===== src/rtl/sdes_pkg.sv =====
// rtl/sdes_pkg.sv - shared widths, state encoding and bit helpers for the S-DES key scheduler
//
// Bit numbering follows S-DES: position 1 is the MSB of a vector, so table
// entry p of a width-N permutation selects input index N-p.
package sdes_pkg;

    localparam int KEY_W    = 10;
    localparam int SUBKEY_W = 8;

    typedef enum logic [1:0] {
        IDLE = 2'd0,
        EMIT = 2'd1,
        DONE = 2'd2
    } state_e;

    // P10 = 3 5 2 7 4 10 1 9 8 6
    function automatic logic [KEY_W-1:0] p10(input logic [KEY_W-1:0] k);
        return {k[7], k[5], k[8], k[3], k[6], k[0], k[9], k[1], k[2], k[4]};
    endfunction

    // P8 = 6 3 7 4 8 5 10 9 (bits 1 and 2 of the input are dropped)
    function automatic logic [SUBKEY_W-1:0] p8(input logic [KEY_W-1:0] k);
        return {k[4], k[7], k[3], k[6], k[2], k[5], k[0], k[1]};
    endfunction

    // Rotate a 5-bit half left; a 2-bit amount is already below 5.
    function automatic logic [4:0] rotl5(input logic [4:0] v, input logic [1:0] amt);
        logic [4:0] r;
        r = v;
        case (amt)
            2'd1:    r = {v[3:0], v[4]};
            2'd2:    r = {v[2:0], v[4:3]};
            2'd3:    r = {v[1:0], v[4:2]};
            default: r = v;
        endcase
        return r;
    endfunction

    function automatic logic [4:0] rotr5(input logic [4:0] v, input logic [1:0] amt);
        logic [4:0] r;
        r = v;
        case (amt)
            2'd1:    r = {v[0], v[4:1]};
            2'd2:    r = {v[1:0], v[4:2]};
            2'd3:    r = {v[2:0], v[4:3]};
            default: r = v;
        endcase
        return r;
    endfunction

endpackage


===== src/rtl/sdes_half_rot.sv =====
// rtl/sdes_half_rot.sv - combinational 5-bit left/right rotator for one key half
//
// Ports:
//   din       5-bit half to rotate
//   amt       rotate amount 0..3
//   dir_right 1 rotates right (decrypt walk), 0 rotates left (encrypt walk)
//   dout      rotated half
module sdes_half_rot
    import sdes_pkg::*;
(
    input  logic [4:0] din,
    input  logic [1:0] amt,
    input  logic       dir_right,
    output logic [4:0] dout
);

    always_comb begin
        dout = dir_right ? rotr5(din, amt) : rotl5(din, amt);
    end

endmodule


===== src/rtl/sdes_key_sched.sv =====
// rtl/sdes_key_sched.sv - sequential S-DES round-key scheduler with valid/ready subkey output
//
// Ports:
//   clk, rst_n           clock, asynchronous active-low reset
//   start, key10, decrypt load request (IDLE only), 10-bit key, reverse-order mode
//   busy                 high outside IDLE
//   key_valid, key_ready subkey handshake
//   round_key, round_idx current subkey and its schedule index (0 when not valid)
//   done                 one-cycle pulse after the last subkey is accepted
//
// Decrypt starts from the fully rotated key and walks the schedule backwards
// with right rotations, so no subkey storage is required.
module sdes_key_sched
    import sdes_pkg::*;
#(
    parameter int                     ROUNDS      = 2,
    parameter logic [2*ROUNDS-1:0]    SHIFT_SCHED = 4'b10_01
) (
    input  logic                        clk,
    input  logic                        rst_n,
    input  logic                        start,
    input  logic [KEY_W-1:0]            key10,
    input  logic                        decrypt,
    output logic                        busy,
    output logic                        key_valid,
    input  logic                        key_ready,
    output logic [SUBKEY_W-1:0]         round_key,
    output logic [$clog2(ROUNDS)-1:0]   round_idx,
    output logic                        done
);

    localparam int IDX_W = $clog2(ROUNDS);

    function automatic int calc_total_shift();
        int s;
        s = 0;
        for (int i = 0; i < ROUNDS; i++) begin
            s += int'(SHIFT_SCHED[2*i +: 2]);
        end
        return s % 5;
    endfunction

    localparam int TOTAL_SHIFT = calc_total_shift();

    // Out-of-range rounds return 0; they are only looked up on the last
    // subkey, whose handshake leaves the halves untouched anyway.
    function automatic logic [1:0] sched_amt(input int i);
        logic [1:0] a;
        a = 2'd0;
        if (i >= 0 && i < ROUNDS) begin
            a = SHIFT_SCHED[2*i +: 2];
        end
        return a;
    endfunction

    state_e             state_q, state_d;
    logic [4:0]         l_q, l_d, r_q, r_d;
    logic [IDX_W-1:0]   idx_q, idx_d;
    logic               mode_q, mode_d;

    logic [KEY_W-1:0]   key_p10;
    logic [4:0]         l_enc0, r_enc0, l_dec0, r_dec0;
    logic [4:0]         l_rot, r_rot;
    logic [1:0]         step_amt;
    logic               last_sub;

    always_comb begin
        key_p10 = p10(key10);
        l_enc0  = rotl5(key_p10[9:5], SHIFT_SCHED[1:0]);
        r_enc0  = rotl5(key_p10[4:0], SHIFT_SCHED[1:0]);
        // A cumulative shift of 4 does not fit a 2-bit amount; left 4 == right 1.
        if (TOTAL_SHIFT == 4) begin
            l_dec0 = rotr5(key_p10[9:5], 2'd1);
            r_dec0 = rotr5(key_p10[4:0], 2'd1);
        end else begin
            l_dec0 = rotl5(key_p10[9:5], 2'(TOTAL_SHIFT));
            r_dec0 = rotl5(key_p10[4:0], 2'(TOTAL_SHIFT));
        end
    end

    // Encrypt applies the next round's shift; decrypt undoes the current one.
    always_comb begin
        step_amt = mode_q ? sched_amt(int'(idx_q)) : sched_amt(int'(idx_q) + 1);
        last_sub = mode_q ? (idx_q == '0) : (idx_q == IDX_W'(ROUNDS - 1));
    end

    sdes_half_rot u_rot_l (
        .din       (l_q),
        .amt       (step_amt),
        .dir_right (mode_q),
        .dout      (l_rot)
    );

    sdes_half_rot u_rot_r (
        .din       (r_q),
        .amt       (step_amt),
        .dir_right (mode_q),
        .dout      (r_rot)
    );

    always_comb begin
        state_d = state_q;
        l_d     = l_q;
        r_d     = r_q;
        idx_d   = idx_q;
        mode_d  = mode_q;
        case (state_q)
            IDLE: begin
                if (start) begin
                    mode_d  = decrypt;
                    state_d = EMIT;
                    if (decrypt) begin
                        l_d   = l_dec0;
                        r_d   = r_dec0;
                        idx_d = IDX_W'(ROUNDS - 1);
                    end else begin
                        l_d   = l_enc0;
                        r_d   = r_enc0;
                        idx_d = '0;
                    end
                end
            end
            EMIT: begin
                if (key_ready) begin
                    if (last_sub) begin
                        state_d = DONE;
                    end else begin
                        l_d   = l_rot;
                        r_d   = r_rot;
                        idx_d = mode_q ? (idx_q - IDX_W'(1)) : (idx_q + IDX_W'(1));
                    end
                end
            end
            DONE: begin
                state_d = IDLE;
            end
            default: begin
                state_d = IDLE;
            end
        endcase
    end

    always_ff @(posedge clk or negedge rst_n) begin
        if (!rst_n) begin
            state_q <= IDLE;
            l_q     <= '0;
            r_q     <= '0;
            idx_q   <= '0;
            mode_q  <= 1'b0;
        end else begin
            state_q <= state_d;
            l_q     <= l_d;
            r_q     <= r_d;
            idx_q   <= idx_d;
            mode_q  <= mode_d;
        end
    end

    always_comb begin
        busy      = (state_q != IDLE);
        key_valid = (state_q == EMIT);
        done      = (state_q == DONE);
        round_key = key_valid ? p8({l_q, r_q}) : '0;
        round_idx = key_valid ? idx_q : '0;
    end

endmodule


===== config.mk =====
export PLATFORM = sky130hd
export DESIGN_NAME = sdes_key_sched
export DESIGN_NICKNAME = d
export VERILOG_FILES = /design/src/rtl/sdes_pkg.sv /design/src/rtl/sdes_half_rot.sv /design/src/rtl/sdes_key_sched.sv
export SDC_FILE = /design/constraint.sdc
export NUM_CORES = 1
export LEC_CHECK = 0
export BUFFER_PORTS_ARGS = -buffer_cell sky130_fd_sc_hd__buf_4
export CAP_MARGIN = 20
export CORE_AREA = 3 3 69 71
export DETAILED_ROUTE_END_ITERATION = 6
export DIE_AREA = 0 0 72 74
export SLEW_MARGIN = 20
export SYNTH_ARGS = -nofsm -noshare
export SYNTH_HDL_FRONTEND = slang
export SYNTH_SLANG_ARGS = --single-unit

===== constraint.sdc =====
create_clock -name clk -period 1.6 [get_ports clk]
set_input_delay 0.16 -clock clk [delete_from_list [all_inputs] [get_ports clk]]
set_output_delay 0.16 -clock clk [all_outputs]
set_load 0.05 [all_outputs]

==> flow_summary.json <==
{
  "status": "finished with violations",
  "violations": "negative setup slack",
  "cts_tree": "yes",
  "min_period_over_period_pct": 103,
  "largest_family_of_logic_cells_by_synthesized_area": "simple AND/OR/NAND/NOR gates",
  "min_from": "key_ready",
  "synth_fp_nets": 172,
  "finalWorstSetupSlack_ns": -0.0419,
  "grt-ovfl-total": 0,
  "drt_drc_violations_left": 0,
  "whs_path_depth": 2,
  "average_cell_area_after_synthesis_um2": 8.07,
  "final.min_clock_period_ns": 1.64,
  "areaGrowthSynthToFinish_pct": 35.3,
  "gr-usage-all-layers_pct": 13.2,
  "fp.dieH_um": 74,
  "multi_input_gate_area_um2": 866,
  "r2r.worst_path.cells": 7,
  "critical_path_peak_fanout": 20,
  "mux_share_of_post_synthesis_cell_area_pct": 8.80,
  "timing.clock.skew_ns": 0.00845,
  "finalHoldViolations": 0,
  "synthCells": 155,
  "first_iter_violations": 107,
  "compound_gate_fraction_of_synth_area_pct": 27.1,
  "synth.lib_cells_used.distinct": 24,
  "yosys-top-cells-area": "sky130_fd_sc_hd__dfrtp_1, sky130_fd_sc_hd__a211oi_1, sky130_fd_sc_hd__nand2_1",
  "layout.area.seq_um2": 350,
  "cts_num_sinks": 14,
  "h-tree-depth": 1,
  "synth_simple_gate_area_share_pct": 27.3,
  "floorplan.core_area_um2": 4290,
  "hold_endpoint": "state_q[0]$_DFFE_PN0P_",
  "ys_warn_count": 0,
  "clk_pin_slew_ns": 0.06,
  "finalNetCount": 204,
  "drv.max_cap_violation_count": 0,
  "yosysTopAreaCell": "sky130_fd_sc_hd__dfrtp_1",
  "ff2ff_setup_slack_ns": -0.04,
  "routed_via_density": 5.19,
  "hpwlAfterDp_um": 2430,
  "synthXorXnorAreaFrac_pct": 0,
  "final-max-slew-violation-count": 0,
  "timing.critical_path.arrival_ns": 1.77,
  "routed_wire_length_per_instance_um": 14.7,
  "grt_antenna_before_repair": 0,
  "floorplan.io_pins": 27,
  "crit_path_start_kind": "flop",
  "cts.root.buffer_cell": "sky130_fd_sc_hd__clkbuf_8",
  "drt.antenna.violating_nets": 0,
  "finalWirelength_um": 3500,
  "place_worst_setup_slack_ns": -0.0662,
  "final_layout_size_suffix_gt1_share_pct": 39.2,
  "post_synth_instance_area_um2": 1250,
  "numPortBuffers": 26,
  "grt_setup_unrepaired": "true",
  "mostFrequentLayoutCells": "sky130_fd_sc_hd__nand2_1, sky130_fd_sc_hd__buf_4, sky130_fd_sc_hd__a211oi_1, sky130_fd_sc_hd__dfrtp_1, sky130_fd_sc_hd__nor2_1",
  "timing.final.setup_violations": 10,
  "seq_area_frac_synth_pct": 28.0,
  "die_area_um2": 5330,
  "drtPass1Iterations": 4,
  "worst_r2r_endpoint": "l_q[0]$_DFFE_PN0P_",
  "max_freq_mhz": 609,
  "timing.rr.start": "mode_q$_DFFE_PN0P_",
  "worst-slew-pin-transition_ns": 0.313,
  "route.vias.total": 1236,
  "required_time_of_the_worst_setup_path_ns": 1.73,
  "synthAdderAreaFrac_pct": 2.00,
  "crit_path_end_kind": "flop",
  "num-fill-cells": 431,
  "grt_pass1_vias": 1137,
  "cts-buffers-inserted": 3,
  "max-clock-path-buffers": 2,
  "initial_core_utilization_pct": 29.1,
  "relSlewSlack_pct": 79.0,
  "flops_latches_synth": 14,
  "clock_latency_ns": 0.25,
  "min_path_type": "input pin to flop",
  "num_rows": 24,
  "most_common_library_cell_in_the_layout_ignoring_fill_and_taps": "sky130_fd_sc_hd__nand2_1",
  "synth.top_cell.area_share_pct": 28.0,
  "antenna-diode-count": 0,
  "finalWeightedCongestion": 0.902,
  "die_width_um": 72,
  "wire_length_of_the_first_global_routing_pass_um": 5470,
  "grt_max_degree": 23,
  "worst-setup-path-type": "flop to flop"
}
-- final cells by class --
class,instances,share of cell area [%]
sequential,14,20.7
timing repair buffer,37,20.0
multi-input combinational,127,51.1
tap,52,3.84
clock buffer,4,3.25
inverter,4,1.03
-- registers in the layout, indices dropped and copies added (netlist names) --
signal and cells:
mode_q 1, state_q 2, r_q 5, l_q 5, idx_q 1
-- cell families (layout without fill, tap and decap cells) --
logic type / after synthesis / count (layout)
AND/OR/NAND/NOR: 71 / 71
flip-flops: 14 / 14
multiplexers: 11 / 11
adder cells (fa/ha/maj): 2 / 2
AO/OA/AOI/OAI: 43 / 43
buffers and inverters: 14 / 45
-- worst max-delay path, stage by stage (launching register included) --
cell and delay, ns:
sky130_fd_sc_hd__dfrtp_1 0.41, sky130_fd_sc_hd__ha_4 0.32, sky130_fd_sc_hd__buf_12 0.12, sky130_fd_sc_hd__and4b_1 0.26
sky130_fd_sc_hd__o22ai_2 0.10, sky130_fd_sc_hd__buf_12 0.18, sky130_fd_sc_hd__nand2_1 0.08, sky130_fd_sc_hd__o21ai_2 0.05
-- worst max path at each step --
stage,depth (start not counted),startpoint,end
6_report,7,mode_q$_DFFE_PN0P_,l_q[0]$_DFFE_PN0P_
5_1_grt,7,mode_q$_DFFE_PN0P_,r_q[3]$_DFFE_PN0P_
4_1_cts,7,mode_q$_DFFE_PN0P_,l_q[3]$_DFFE_PN0P_
3_5_place_dp,8,idx_q$_DFFE_PN0P_,l_q[0]$_DFFE_PN0P_
3_3_place_gp,7,idx_q$_DFFE_PN0P_,l_q[0]$_DFFE_PN0P_
2_1_floorplan,3,state_q[1]$_DFFE_PN0P_,round_key[0]
-- through the flow --
stage	cells	setup TNS [ns]	cell area [µm²]	util (%)	hold slack (ns)
floorplan	155	0	1260	-	-0.136
global placement	232	-0.478	1560	36.3	0.0303
detailed placement	232	-0.635	1560	36.3	0.0263
CTS	237	-0.217	1640	38.2	0.122
global route	238	-0.862	1690	39.4	0.141
finish	238	-0.304	1690	39.4	0.122
-- what timing repair did --
item,CTS,global route
gates cloned,0,1
hold buffers,1,0
resized for setup,4,8
endpoints found under the hold margin,14,0
setup endpoints to repair,19,19
pin swaps,1,4
setup buffers,0,0
-- Yosys cell counts --
master                      n
sky130_fd_sc_hd__nor2b_1   10
sky130_fd_sc_hd__a311oi_1   1
sky130_fd_sc_hd__mux2i_1   11
sky130_fd_sc_hd__o31ai_1   10
sky130_fd_sc_hd__buf_6      3
sky130_fd_sc_hd__and2b_2    1
sky130_fd_sc_hd__nand2_1   33
sky130_fd_sc_hd__inv_1      4
sky130_fd_sc_hd__ha_1       2
sky130_fd_sc_hd__nor2_1    14
sky130_fd_sc_hd__buf_4      1
sky130_fd_sc_hd__nor3b_2    1
sky130_fd_sc_hd__dfrtp_1   14
sky130_fd_sc_hd__or2_2      1
sky130_fd_sc_hd__buf_2      5
sky130_fd_sc_hd__and3_1     1
sky130_fd_sc_hd__o22ai_2    1
sky130_fd_sc_hd__o21ai_2   10
sky130_fd_sc_hd__clkbuf_1   1
sky130_fd_sc_hd__o21ai_0    1
sky130_fd_sc_hd__nand2b_2   1
sky130_fd_sc_hd__and4b_1    1
sky130_fd_sc_hd__a211oi_1  20
sky130_fd_sc_hd__and2_1     8
-- routing by layer --
metal | vias to the layer above | wire length, µm | part of all wire (%) | track usage, %
met2 | 70 | 1560 | 45 | 20.1
met5 | - | 0 | 0 | 0
met4 | 0 | 54 | 1.5 | 6.26
met1 | 549 | 1570 | 45 | 18.1
li1 | 613 | - | - | -
met3 | 4 | 314 | 9.0 | 2.57
Power is not shown: default switching activity piles up to over one toggle a cycle in this logic, so the estimate is an artifact.
